==> src/rtl/lc3_pkg.sv <==
// Shared definitions for the LC-3 memory-access unit: FSM states, default MMIO
// addresses and status-register bit positions.
package lc3_pkg;

  typedef enum logic [1:0] {
    ST_IDLE = 2'd0,
    ST_MEM  = 2'd1,
    ST_DONE = 2'd2
  } state_e;

  localparam logic [15:0] KBSR_ADDR_DEF = 16'hFE00;
  localparam logic [15:0] KBDR_ADDR_DEF = 16'hFE02;
  localparam logic [15:0] DSR_ADDR_DEF  = 16'hFE04;
  localparam logic [15:0] DDR_ADDR_DEF  = 16'hFE06;

  localparam int unsigned KBSR_READY = 15;
  localparam int unsigned KBSR_IE    = 14;
  localparam int unsigned KBSR_OVR   = 13;
  localparam int unsigned DSR_READY  = 15;

  localparam int unsigned KB_CHAR_W  = 8;

endpackage

==> src/rtl/lc3_kbd_if.sv <==
// Keyboard receive register: one-character buffer with full/overrun flags and
// the interrupt-enable bit written through KBSR.
module lc3_kbd_if
  import lc3_pkg::*;
(
  input  logic                 clk_i,
  input  logic                 rst_i,
  input  logic                 strobe_i,
  input  logic [KB_CHAR_W-1:0] char_i,
  input  logic                 rd_i,
  input  logic                 ie_we_i,
  input  logic                 ie_wdata_i,
  output logic [KB_CHAR_W-1:0] data_o,
  output logic                 full_o,
  output logic                 ovr_o,
  output logic                 ie_o
);

  logic [KB_CHAR_W-1:0] data_q, data_d;
  logic                 full_q, full_d;
  logic                 ovr_q,  ovr_d;
  logic                 ie_q,   ie_d;

  // A read frees the buffer, so a strobe landing on the same edge always loads.
  always_comb begin
    data_d = data_q;
    full_d = full_q;
    ovr_d  = ovr_q;
    ie_d   = ie_q;
    if (rd_i) begin
      ovr_d  = 1'b0;
      full_d = strobe_i;
      if (strobe_i) data_d = char_i;
    end else if (strobe_i) begin
      if (full_q) begin
        ovr_d = 1'b1;
      end else begin
        data_d = char_i;
        full_d = 1'b1;
      end
    end
    if (ie_we_i) ie_d = ie_wdata_i;
  end

  always_ff @(posedge clk_i or posedge rst_i) begin
    if (rst_i) begin
      data_q <= '0;
      full_q <= 1'b0;
      ovr_q  <= 1'b0;
      ie_q   <= 1'b0;
    end else begin
      data_q <= data_d;
      full_q <= full_d;
      ovr_q  <= ovr_d;
      ie_q   <= ie_d;
    end
  end

  assign data_o = data_q;
  assign full_o = full_q;
  assign ovr_o  = ovr_q;
  assign ie_o   = ie_q;

endmodule

==> src/rtl/lc3_mem_unit.sv <==
// LC-3 memory-access unit: MAR/MDR, R handshake to the control FSM, a
// variable-latency memory port and keyboard/display memory-mapped I/O.
module lc3_mem_unit
  import lc3_pkg::*;
#(
  parameter int unsigned DATA_W    = 16,
  parameter int unsigned ADDR_W    = 16,
  parameter logic [15:0] KBSR_ADDR = KBSR_ADDR_DEF,
  parameter logic [15:0] KBDR_ADDR = KBDR_ADDR_DEF,
  parameter logic [15:0] DSR_ADDR  = DSR_ADDR_DEF,
  parameter logic [15:0] DDR_ADDR  = DDR_ADDR_DEF
) (
  input  logic              CLK,
  input  logic              RESET,
  input  logic [DATA_W-1:0] BUS_IN,
  input  logic              LD_MAR,
  input  logic              LD_MDR,
  input  logic              MIO_EN,
  input  logic              R_W,
  output logic              R,
  output logic [ADDR_W-1:0] MAR_OUT,
  output logic [DATA_W-1:0] MDR_OUT,
  output logic              MEM_REQ,
  output logic              MEM_WE,
  output logic [ADDR_W-1:0] MEM_ADDR,
  output logic [DATA_W-1:0] MEM_WDATA,
  input  logic [DATA_W-1:0] MEM_RDATA,
  input  logic              MEM_ACK,
  input  logic              KB_STROBE,
  input  logic [7:0]        KB_CHAR,
  input  logic              DISP_READY,
  output logic              DISP_VALID,
  output logic [7:0]        DISP_DATA,
  output logic              INT_REQ
);

  state_e              state_q, state_d;
  logic [ADDR_W-1:0]   mar_q, mar_d;
  logic [DATA_W-1:0]   mdr_q, mdr_d;
  logic [DATA_W-1:0]   rbuf_q, rbuf_d;
  logic                disp_valid_q, disp_valid_d;
  logic [7:0]          disp_data_q, disp_data_d;

  logic                hit_kbsr, hit_kbdr, hit_dsr, hit_ddr, io_hit;
  logic                io_go;
  logic                kb_rd, kb_ie_we;
  logic [KB_CHAR_W-1:0] kb_data;
  logic                kb_full, kb_ovr, kb_ie;
  logic [15:0]         kbsr_v, dsr_v;
  logic [DATA_W-1:0]   io_rdata;

  assign hit_kbsr = (mar_q == ADDR_W'(KBSR_ADDR));
  assign hit_kbdr = (mar_q == ADDR_W'(KBDR_ADDR));
  assign hit_dsr  = (mar_q == ADDR_W'(DSR_ADDR));
  assign hit_ddr  = (mar_q == ADDR_W'(DDR_ADDR));
  assign io_hit   = hit_kbsr | hit_kbdr | hit_dsr | hit_ddr;

  // I/O read mux; DDR and unmapped addresses read as zero.
  always_comb begin
    kbsr_v             = '0;
    kbsr_v[KBSR_READY] = kb_full;
    kbsr_v[KBSR_IE]    = kb_ie;
    kbsr_v[KBSR_OVR]   = kb_ovr;
    dsr_v              = '0;
    dsr_v[DSR_READY]   = DISP_READY;
    io_rdata           = '0;
    if (hit_kbsr)      io_rdata = DATA_W'(kbsr_v);
    else if (hit_kbdr) io_rdata = DATA_W'(kb_data);
    else if (hit_dsr)  io_rdata = DATA_W'(dsr_v);
  end

  // Access sequencer; I/O accesses complete on the edge leaving IDLE.
  always_comb begin
    state_d = state_q;
    rbuf_d  = rbuf_q;
    io_go   = 1'b0;
    unique case (state_q)
      ST_IDLE: begin
        if (MIO_EN) begin
          if (io_hit) begin
            state_d = ST_DONE;
            rbuf_d  = io_rdata;
            io_go   = 1'b1;
          end else begin
            state_d = ST_MEM;
          end
        end
      end
      ST_MEM: begin
        if (MEM_ACK) begin
          state_d = ST_DONE;
          rbuf_d  = MEM_RDATA;
        end
      end
      ST_DONE: state_d = ST_IDLE;
      default: state_d = ST_IDLE;
    endcase
  end

  assign kb_rd    = io_go & hit_kbdr & ~R_W;
  assign kb_ie_we = io_go & hit_kbsr & R_W;

  always_comb begin
    mar_d        = LD_MAR ? ADDR_W'(BUS_IN) : mar_q;
    mdr_d        = mdr_q;
    if (state_q == ST_DONE) begin
      if (LD_MDR && !R_W) mdr_d = rbuf_q;
    end else if (!MIO_EN && LD_MDR) begin
      mdr_d = BUS_IN;
    end
    disp_valid_d = io_go & hit_ddr & R_W & DISP_READY;
    disp_data_d  = disp_valid_d ? mdr_q[7:0] : disp_data_q;
  end

  always_ff @(posedge CLK or posedge RESET) begin
    if (RESET) begin
      state_q      <= ST_IDLE;
      mar_q        <= '0;
      mdr_q        <= '0;
      rbuf_q       <= '0;
      disp_valid_q <= 1'b0;
      disp_data_q  <= 8'h00;
    end else begin
      state_q      <= state_d;
      mar_q        <= mar_d;
      mdr_q        <= mdr_d;
      rbuf_q       <= rbuf_d;
      disp_valid_q <= disp_valid_d;
      disp_data_q  <= disp_data_d;
    end
  end

  lc3_kbd_if u_kbd (
    .clk_i      (CLK),
    .rst_i      (RESET),
    .strobe_i   (KB_STROBE),
    .char_i     (KB_CHAR),
    .rd_i       (kb_rd),
    .ie_we_i    (kb_ie_we),
    .ie_wdata_i (mdr_q[KBSR_IE]),
    .data_o     (kb_data),
    .full_o     (kb_full),
    .ovr_o      (kb_ovr),
    .ie_o       (kb_ie)
  );

  assign R          = (state_q == ST_DONE);
  assign MEM_REQ    = (state_q == ST_MEM);
  assign MEM_WE     = (state_q == ST_MEM) & R_W;
  assign MAR_OUT    = mar_q;
  assign MDR_OUT    = mdr_q;
  assign MEM_ADDR   = mar_q;
  assign MEM_WDATA  = mdr_q;
  assign DISP_VALID = disp_valid_q;
  assign DISP_DATA  = disp_data_q;
  assign INT_REQ    = kb_full & kb_ie;

endmodule
==> config.mk <==
export PLATFORM = sky130hd
export DESIGN_NAME = lc3_mem_unit
export DESIGN_NICKNAME = d
export VERILOG_FILES = /design/src/rtl/lc3_pkg.sv /design/src/rtl/lc3_kbd_if.sv /design/src/rtl/lc3_mem_unit.sv
export SDC_FILE = /design/constraint.sdc
export NUM_CORES = 1
export LEC_CHECK = 0
export ABC_AREA = 1
export CORE_MARGIN = 10
export CORE_UTILIZATION = 49
export DETAILED_ROUTE_END_ITERATION = 7
export MAX_ROUTING_LAYER = met4
export PLACE_DENSITY = 0.86
export RECOVER_POWER = 25
export SLEW_MARGIN = 25
export SYNTH_ARGS = -nofsm -noshare
export SYNTH_HDL_FRONTEND = slang
export SYNTH_HIERARCHICAL = 1
export SYNTH_SLANG_ARGS = --single-unit
==> constraint.sdc <==
create_clock -name CLK -period 4.9 [get_ports CLK]
set_input_delay 0.98 -clock CLK [delete_from_list [all_inputs] [get_ports CLK]]
set_output_delay 0.98 -clock CLK [all_outputs]
set_load 0.05 [all_outputs]
# Word level (Yosys, flattened, before mapping)
# Index checks and enable logic that the tools add are counted.
[classes]
n_eq_ne = 11
muxes = 26
bitwise_logic = 13
n_reduce_logical = 14
[op_table]
columns = ["cell", "n"]
rows = [
  ["two-way mux 16 bit", 9],
  ["== test 16 bit, second input constant", 4],
  ["two-way mux 8 bit", 4],
  ["one-hot mux 16 bit (2 select lines)", 1],
  ["bitwise AND 1 bit", 9],
  ["two-way mux 1 bit", 8],
  ["AND reduction 2 bit", 4],
  ["nonzero test 2 bit", 4],
  ["two-way mux 2 bit", 3],
  ["inequality test 2 bit, second input constant", 3],
  ["inequality test 2 x 1 -> 1 bit, second input constant", 2],
  ["one-hot mux 2 bit (2 select lines)", 1],
  ["AND reduction 4 bit", 1],
  ["OR 1 bit", 3],
  ["== test 2 x 1 -> 1 bit, second input constant", 1],
  ["== test 2 bit, second input constant", 1],
  ["logical AND 1 bit", 2],
  ["logical NOT 1 bit", 2],
  ["logical NOT 2 bit", 1],
  ["NOT 1 bit", 1],
]
[totals]
reg_bits = 70
input_bits = 49
out_inout_bits = 77
elab_cells = 74

# Logic depth before layout (Yosys ltp)
[logic_depth]
depth_word = 11
ltp_mapped = 13
ltp_nobuf = 13

# Cells and area by module
# The synthesis kept the hierarchy.
[by_module_without_submodules]
columns = ["module", "instances", "cells_per_inst", "area_per_inst_um2", "seq_area_each_um2"]
rows = [
  ["lc3_mem_unit", 1, 373, 3160.5, 1476.4],
  ["lc3_kbd_if", 1, 48, 450.4, 275.3],
]

# Worst setup path after synthesis
# Ideal clock, no wire load.
[synth_timing]
path_type = "input to output"
startpoint = "in R_W"
endpoint = "out MEM_WE"
arrival_ps = 1671
required_time_ps = 3920
setup_slack_ps = 2249
cell_stages = 2
path_buffers = 0
path_cell_list = "inv_1 > nor2_1"
[synth_via]
elab_chain_len = 1
[synth_rtl]
columns = ["element", "line_no", "text"]
rows = [
  ["from (decl)", "lc3_mem_unit.sv:19", "input logic R_W,"],
  ["bitwise AND 1 bit", "lc3_mem_unit.sv:149", "assign MEM_WE = (state_q == ST_MEM) & R_W;"],
  ["to (decl)", "lc3_mem_unit.sv:24", "output logic MEM_WE,"],
]
# Every way passes these cells.

# Worst setup path after layout
# Same ends and word-level chain as after synthesis.

==> key figures <==
Timing
  • RSZ-0062 raised after global routing: no
  • Slew at the pin closest to its max-slew limit: 1290 ps
  • Fmax: 269 MHz
  • Final Hold Vio Count: 0
  • Hold slack final: 474 ps
  • # setup viols final: 0
  • Setup slack after layout: 1180 ps
  • Final Max Slew Viols: 0
  • Post-route clock period utilization: 0.759
  • Slew margin rel.: 0.140
  • Min Tclk post-route: 3720 ps
  • Final Skew: 8.79 ps
  • Setup TNS Final: 0 ps

Worst setup path
  • Critical path class: input port to output pin
  • Critical-path cell list: dlygate4sd3_1, inv_1, nor2_1, clkdlybuf4s50_1
  • Critical Path RT: 3920 ps
  • Startpoint type of the worst setup path: input port
  • Crit-path slowest cell: clkdlybuf4s50_1
  • Crit path capture type: output pin
  • Crit path DAT: 2740 ps
  • Worst Path Max Fanout: 5
  • CP max stage delay: 820 ps
  • Delay-heaviest family, CP: buffers and inverters
  • Critical path buffers and inverters: 3

CTS
  • H-tree Lvls: 3
  • CTS sink count: 70
  • Clk_lat worst skew: 350 ps
  • Longest Clk Path Bufs: 2
  • CTS hold repair buffers: 0
  • CTS Buf Count: 9
  • CTS tree: built
  • Root buf cell: clkbuf_8
  • Post-CTS Setup Inserts: 0
  • CTS resizes: 0
  • Worst-path clk slew: 70 ps

Placed design
  • Post-place setup slack: 1260 ps
  • Gpl congestion: 0.857
  • Detail Placement HPWL: 7660 um
  • IO buf count: 125

Floorplan
  • Initial Util: 0.501
  • Core footprint: 7210 um2
  • Die width: 106 um
  • Die ar.: 11200 um2
  • Die H: 106 um
  • IO Pins: 126
  • Num rows: 31

Logic synthesis
  • Yosys reg bits: 70
  • Yosys top cell area share: 0.485
  • Avg Inst Size Synth: 8.58 um2
  • YS warnings: 6
  • Seq/Total Area, Yosys: 0.485
  • Syn nets: 470
  • Synth Instances: 421
  • Area leader, netlist: dfrtp_1
  • Ranking of synthesized cells by area: dfrtp_1 49%, nand2_1 15%, buf_4 7.9%, nand3_1 3.6%, mux2_2 3.4%
  • Distinct cells, synth: 26
  • Cell Area, Synth: 3610 um2

Power and ir drop
  • Gate power share: 0.505
  • Seq pwr share: 0.302
  • Clock Power Share: 0.192
  • Leak Pwr: 2.29 nW
  • Sw Ratio: 0.470
  • Internal Power: 1.49 mW
  • P per Cell Area: 576 nW/um2
  • Worst vdd ir: 0.187 mV
  • NetSw: 1.32 mW
  • Design Power: 2.80 mW

Finish
  • ANT cells: 0
  • Layout cells sized above 1: 0.133
  • Fillers: 600
  • Area Overhead vs Synth: 34.8%
  • Layout net count: 561

Global routing
  • Largest net degree at the start of global routing: 35
  • First-pass GRT wire length: 15800 um
  • GRT Resource Usage Total: 0.178
  • Aggregate global routing overflow: 0
  • Vias in the first global route: 3152
  • Antenna violations before repair: 0

Routing
  • Initial DRC count: 133
  • Routed WL: 9570 um
  • Routed Antenna Nets: 0
  • DR pass1 iterations: 4
  • Via density: 4.89
  • Vias post-DR: 3011
  • Routed len/inst: 15.5 um
  • Drt drc: 0

Run status
  • Status: complete, no violations

Run
  • Max-Cap Viols: 0

Worst hold path
  • Type of the most critical hold path: flip-flop to flip-flop
logic make-up (layout without fill, tap and decap cells):
kind of cell,after synthesis,after routing,synth area share
flip-flops,70,70,0.485
AO/OA/AOI/OAI,31,31,0.0561
AND/OR/NAND/NOR,240,240,0.303
multiplexers,11,11,0.0343
buffers and inverters,69,165,0.121
tightest hold or removal path, delay by kind of cell, from the launching register on:
family           cells  cell delay [ps]
and+or+nand+nor      2              100
DFF                  1              350
flip-flops by register name (all words and copies together), names as in the netlist:
signal	count
state_q	2
rbuf_q	16
u_kbd/ovr_o	1
DISP_DATA	8
MAR_OUT	16
u_kbd/ie_o	1
u_kbd/full_o	1
MDR_OUT	16
DISP_VALID	1
u_kbd/data_o	8
final timing paths:
check / from / to / slack [ps] / cells after the start
max: R_W / MEM_WE / 1180 / 4
max reg2reg: state_q[1] / MDR_OUT[14] / 2620 / 5
min reg2reg: DISP_DATA[4] / DISP_DATA[4] / 470 / 2
max in group asynchronous: RESET / MAR_OUT[6] / 2430 / 3
min: DISP_DATA[4] / DISP_DATA[4] / 470 / 2
min in group asynchronous: RESET / u_kbd/full_o / 1090 / 2
through the flow:
step	cell area [um2]	util	cells
final	4870	0.675	616
after global routing	4870	0.675	616
after CTS	4880	0.676	616
after detailed placement	4640	0.643	600
after global placement	4640	0.643	600
after floorplan	3610	-	421
power by group through the flow:
stage	Combinational (mW)	Clock, mW	Sequential [mW]
6_report	1.42	0.539	0.847
5_1_grt	1.50	0.567	0.870
4_1_cts	1.43	0.543	0.847
3_5_place_dp	1.43	0	0.858
3_3_place_gp	1.40	0	0.848
2_1_floorplan	0.841	0	1.11
cells in the final DEF, fill, tap and decap left out, types with 2 or more instances in the layout:
cell	instances
bufinv_16	2
nand4_1	6
o21ai_0	8
clkbuf_8	12
dlygate4sd3_1	3
nor2_4	4
inv_2	4
nand2_2	16
clkdlybuf4s50_1	122
mux2_2	11
nand2_1	149
o21ai_2	4
dfrtp_1	70
nor2_1	26
inv_1	19
nand3_1	26
nor2_2	9
a31oi_1	16
nand2_4	2
synth_stat cells:
library cell,n
clkbuf_1,1
nand2_1,148
nand4_1,5
nor2_8,1
nand4_2,1
inv_2,4
o22ai_1,1
nand3_1,26
buf_6,2
dfrtp_1,70
nand2_2,17
o21ai_2,4
inv_1,19
nand3_4,1
a21oi_4,1
nor2_2,9
o21ai_1,1
buf_2,4
nand2_4,2
nor2_1,26
mux2_2,11
o21ai_0,8
buf_12,1
nor2_4,4
buf_4,38
a31oi_1,16
metal layers:
layer / track usage / routed length, um / vias to the layer above / part of all wire
met1: 0.210 / 4140 / 1399 / 0.43
li1: - / - / 1492 / -
met4: 0.0774 / 235 / 0 / 0.025
met5: - / 0 / - / 0
met2: 0.286 / 4660 / 103 / 0.49
met3: 0.0378 / 528 / 17 / 0.055
area by class of cell:
class | instances | area (um2) | area share
inverters | 23 | 86.3 | 0.0177
well taps | 99 | 124 | 0.0254
clock buffers | 13 | 169 | 0.0347
multi-input cells | 282 | 1410 | 0.290
flip-flops and latches | 70 | 1750 | 0.360
clock inverters | 3 | 65.1 | 0.0134
repair buffers | 126 | 1260 | 0.259
(Power assumes the default switching activity.)
==> RTL edit 1 (config.mk and constraints unchanged) <==
Change the parameter `ADDR_W` from 16 to 17.
--- a/src/rtl/lc3_mem_unit.sv
+++ b/src/rtl/lc3_mem_unit.sv
@@ -4,7 +4,7 @@
   import lc3_pkg::*;
 #(
   parameter int unsigned DATA_W    = 16,
-  parameter int unsigned ADDR_W    = 16,
+  parameter int unsigned ADDR_W    = 17,
   parameter logic [15:0] KBSR_ADDR = KBSR_ADDR_DEF,
   parameter logic [15:0] KBDR_ADDR = KBDR_ADDR_DEF,
   parameter logic [15:0] DSR_ADDR  = DSR_ADDR_DEF,
Ports: changed (resized MAR_OUT and MEM_ADDR); port bits go from 126 to 128. The function was not compared with the original's and may differ.
==> RTL edit 1 against the unedited design <==
The flow now finishes with violations (capacitance limit, slew limit); area after synthesis is 0.45% lower; sequential cell count did not move; worst hold slack improved by 0.0090 ns; critical path depth unchanged; routed wire length rose by 9.5%; worst setup slack lost 0.016 ns; power grew 4.1%; final area hardly changed.
==> RTL edit 1: results (changes against the unedited design) <==
- Non-clk buf share: 25.9% (+0.064 points)
- Layout cells sized above 1: 12.9% (-0.46 points)
- Drt first-iter violations: 209 (+57%)
- FILL cells: 545 (-9.2%)
- HP Start: DISP_DATA[1]$_DFFE_PP0P_
- All-layer global routing usage: 19.3% (+1.5 points)
- Violated checks: capacitance limit, slew limit
- Leakage: 2.27 nW (-0.73%)
- Run status: finished, violations left
- Sequential cell area: 1750 sq um (unchanged)
- Min Hold Slack: 0.483 ns (+0.00902 ns)
- Comb_multi_in: 284 (+0.71%)
- Worst r2r src: MAR_OUT[8]$_DFFE_PP0P_
- Syn avg cell area: 8.48 sq um (-1.2%)
- Number of global-route vias before repair: 3303 (+4.8%)
- Worst Path Arrival: 2.75 ns (about the same)
- R2R Setup Slk: 2.83 ns (+0.21 ns)
- Placed cells: 603 (+0.50%)
- Area contributors post-synth: dfrtp_1 (49%), nand2_1 (16%), buf_4 (8.1%)
- GP Congestion: 0.880 (+2.7%)
- Vias: 3162 (+5.0%)
- Largest net degree at the start of global routing: 33 (-5.7%)
- IO buf count: 125 (unchanged)
- FF-to-FF End: u_kbd/data_o[1]$_DFFE_PP0P_
- Total CTS buffers: 9 (unchanged)
- Worst skew pair latency: 0.36 ns
- Hold EP: DISP_DATA[1]$_DFFE_PP0P_
- Slew Viols, Final: 31 (+31)
- Clock skew: 0.0110 ns (+0.00223 ns)
- Complex-gate fraction of the synthesized area: 5.53% (-0.079 points)
- Max-cap viol count: 1 (+1)
- Multi-input gate share of total cell area: 28.2% (-0.79 points)
- Pre-CTS setup slack: 1.19 ns (-0.0705 ns)
- Peak supply drop: 0.204 mV (+8.9%)
- # clk buffers: 10 (-3)
- DP Wirelength: 7.68 mm (+0.32%)
- Multiplexer share of the synthesized area: 3.45% (+0.016 points)
- Pre-antenna DRT Iters: 5 (+1)
- R2R cell count: 12 (+7)
- Vias per inst: 5.11 (+4.5%)
- Nets: 564 (+0.53%)
- FF+latch count: 70 (unchanged)
- Distinct cells, synth: 26 (unchanged)
- Non-clk bufs: 127 (+0.79%)
- WL final: 10.5 mm (+9.5%)
- First-pass GRT wire length: 17.0 mm (+7.2%)
- Seq/Total Area, Yosys: 48.7% (+0.22 points)
[RTL edit 1: cell families (layout without fill, tap and decap cells)]
| group | Yosys count | in the layout |
|---|---|---|
| and+or+nand+nor | 240 | 240 |
| buffers and inverters | 71 | 166 |
| DFF | 70 | 70 |
| AOI/OAI and AO/OA | 31 | 31 |
| muxes | 11 | 11 |
| other | 1 | 2 |
[RTL edit 1: metrics by stage]
| stage | cell area, sq um | utilization [%] |
|---|---|---|
| 2_1_floorplan | 3600 | - |
| 4_1_cts | 4890 | 68.2 |
| 3_3_place_gp | 4620 | 64.4 |
| 3_5_place_dp | 4620 | 64.4 |
| 5_1_grt | 4870 | 67.9 |
| 6_report | 4870 | 67.9 |
[RTL edit 1: worst max path at each step]
stage           from                     end  slack [ns]
2_1_floorplan    R_W                  MEM_WE        2.25
3_3_place_gp     R_W                  MEM_WE        1.20
3_5_place_dp     R_W                  MEM_WE        1.19
4_1_cts          R_W                  MEM_WE        1.19
5_1_grt        RESET  MAR_OUT[7]$_DFFE_PP0P_        0.95
6_report         R_W                  MEM_WE        1.17
[RTL edit 1: routing by layer]
metal | vias to the layer above | global-route usage (%) | share of wire (%)
met1 | 1498 | 21.3 | 40
met5 | - | - | 0
met4 | 0 | 7.54 | 2.1
li1 | 1496 | - | -
met3 | 20 | 5.85 | 7.4
met2 | 148 | 31.9 | 51
[RTL edit 1: power by group]
group          leakage (nW)  internal [W]  switching (W)  total, W
Sequential            0.860      0.000721       0.000132  0.000853
Clock                 0.132      0.000403       0.000228  0.000630
Combinational          1.28      0.000433        0.00100   0.00143
Total                  2.27       0.00156        0.00136   0.00292
[RTL edit 1: worst min-delay path: stages, from the launching register on]
cell and delay, ns:
dfrtp_1 0.35, nand2_1 0.06, nand2_1 0.05
==> RTL edit 2 (config.mk and constraints unchanged) <==
Made on the original files. Make the reset (`RESET` and `rst_i`) synchronous in 2 clocked blocks.
--- a/src/rtl/lc3_kbd_if.sv
+++ b/src/rtl/lc3_kbd_if.sv
@@ -42,7 +42,7 @@
     if (ie_we_i) ie_d = ie_wdata_i;
   end
 
-  always_ff @(posedge clk_i or posedge rst_i) begin
+  always_ff @(posedge clk_i) begin
     if (rst_i) begin
       data_q <= '0;
       full_q <= 1'b0;
--- a/src/rtl/lc3_mem_unit.sv
+++ b/src/rtl/lc3_mem_unit.sv
@@ -112,7 +112,7 @@
     disp_data_d  = disp_valid_d ? mdr_q[7:0] : disp_data_q;
   end
 
-  always_ff @(posedge CLK or posedge RESET) begin
+  always_ff @(posedge CLK) begin
     if (RESET) begin
       state_q      <= ST_IDLE;
       mar_q        <= '0;
Formal check against the unedited RTL: differs if RESET is asserted again (counterexample within 4 cycles, from zero or initial values and one cycle with RESET high); with RESET held inactive, the same outputs for 10 cycles.
==> RTL edit 2 against the unedited design <==
Worst setup slack improved by 0.077 ns; routed wire length up 8.1%; core utilization rose by 1.4 points; die area fell by 2.5%; area after synthesis down 3.0%; sequential cell count did not move; global-route usage grew 1.2 points; final area down 2.8%; critical endpoint unchanged.
Power is not compared: it rests on default switching activity, and its combinational part moved more than twofold at a synthesized area within 25%.
==> RTL edit 2: results (changes against the unedited design) <==
- GP Congestion: 0.906 (+5.7%)
- Syn Nets: 557 (+19%)
- CTS Buffer Depth: 2 (unchanged)
- Pre-antenna DRT Iters: 5 (+1)
- Async SR Flop Fraction: 0% (-100 points)
- Seq/Total Area, Yosys: 40.0% (-8.5 points)
- All-layer global routing usage: 19.0% (+1.2 points)
- Pre-CTS setup slack: 1.34 ns (+0.0797 ns)
- FILL cells: 595 (-0.83%)
- DP Wirelength: 7.78 mm (+1.6%)
- Drt first-iter violations: 226 (+70%)
- Layout cells sized above 1: 6.54% (-6.8 points)
- Number of global-route vias before repair: 3333 (+5.7%)
- Main synth FF type: dfxtp_1
- Cell count after synthesis: 508 (+21%)
- Run status: finished, final reports clean
- CP max FO: 4 (-1)
- Largest net degree at the start of global routing: 44 (+26%)
- Nets: 640 (+14%)
- WL final: 10.3 mm (+8.1%)
- Distinct cells, synth: 28 (+7.7%)
- Post-Layout Cell Count: 692 (+12%)
- Vias per inst: 5.10 (+4.4%)
- First-pass GRT wire length: 16.9 mm (+6.6%)
- Area contributors post-synth: dfxtp_1 (40%), nand2_1 (11%), nor2_1 (9.5%)
- Hold_buf cts: 0 (unchanged)
- Transition time of the tightest slew-check pin: 1.12 ns (-0.171 ns)
-- RTL edit 2: cell type report --
| class | instances | area, sq um | share of cell area [%] |
|---|---|---|---|
| Clock inverter | 6 | 85.1 | 1.80 |
| Multi-Input combinational cell | 333 | 1520 | 32.2 |
| Timing Repair Buffer | 129 | 1280 | 27.1 |
| Inverter | 48 | 180 | 3.81 |
| Sequential cell | 70 | 1400 | 29.6 |
| Clock buffer | 10 | 138 | 2.91 |
| Tap cell | 96 | 120 | 2.54 |
-- RTL edit 2: cells by family (layout without fill, tap and decap cells) --
family	after synthesis	in the layout	synth area share [%]
AOI/OAI and AO/OA	95	95	14.9
buffers and inverters	105	193	16.3
DFF	70	70	40.0
and+or+nand+nor	238	238	28.9
-- RTL edit 2: layer usage --
layer | routed length [um] | global-route usage (%)
met1 | 4570 | 23.9
met2 | 4730 | 28.4
met3 | 882 | 5.04
met4 | 158 | 7.46
met5 | 0 | -
-- RTL edit 2: path summary, 6_finish.rpt --
kind,startpoint,to,slack [ns],cells after the start
worst max register to register,MAR_OUT[7]$_SDFFE_PP0P_,rbuf_q[13]$_SDFFE_PP0P_,2.42,9
worst min-delay path,DISP_DATA[6]$_SDFFE_PP0P_,DISP_DATA[6]$_SDFFE_PP0P_,0.46,2
worst min register to register,DISP_DATA[6]$_SDFFE_PP0P_,DISP_DATA[6]$_SDFFE_PP0P_,0.46,2
worst max-delay path,R_W,MEM_WE,1.26,4
-- RTL edit 2: critical path: cells and delay by family --
kind                   cells  cell delay, ns
buffers and inverters      3            1.57
and+or+nand+nor            1            0.11
-- RTL edit 2: power by group through the flow --
| stage | clock network (W) | registers, W | logic (W) |
|---|---|---|---|
| finish | 0.000523 | 0.000644 | 0.000432 |
| floorplan | 0 | 0.000717 | 0.000248 |
| global placement | 0 | 0.000654 | 0.000423 |
| CTS | 0.000524 | 0.000644 | 0.000431 |
| detailed placement | 0 | 0.000657 | 0.000430 |
| global route | 0.000551 | 0.000650 | 0.000464 |
-- RTL edit 2: metrics by stage --
stage               hold WS, ns  cell area [sq um]
floorplan                 0.452               3500
global placement          0.449               4510
detailed placement        0.451               4510
CTS                       0.462               4740
global route              0.482               4730
finish                    0.462               4730
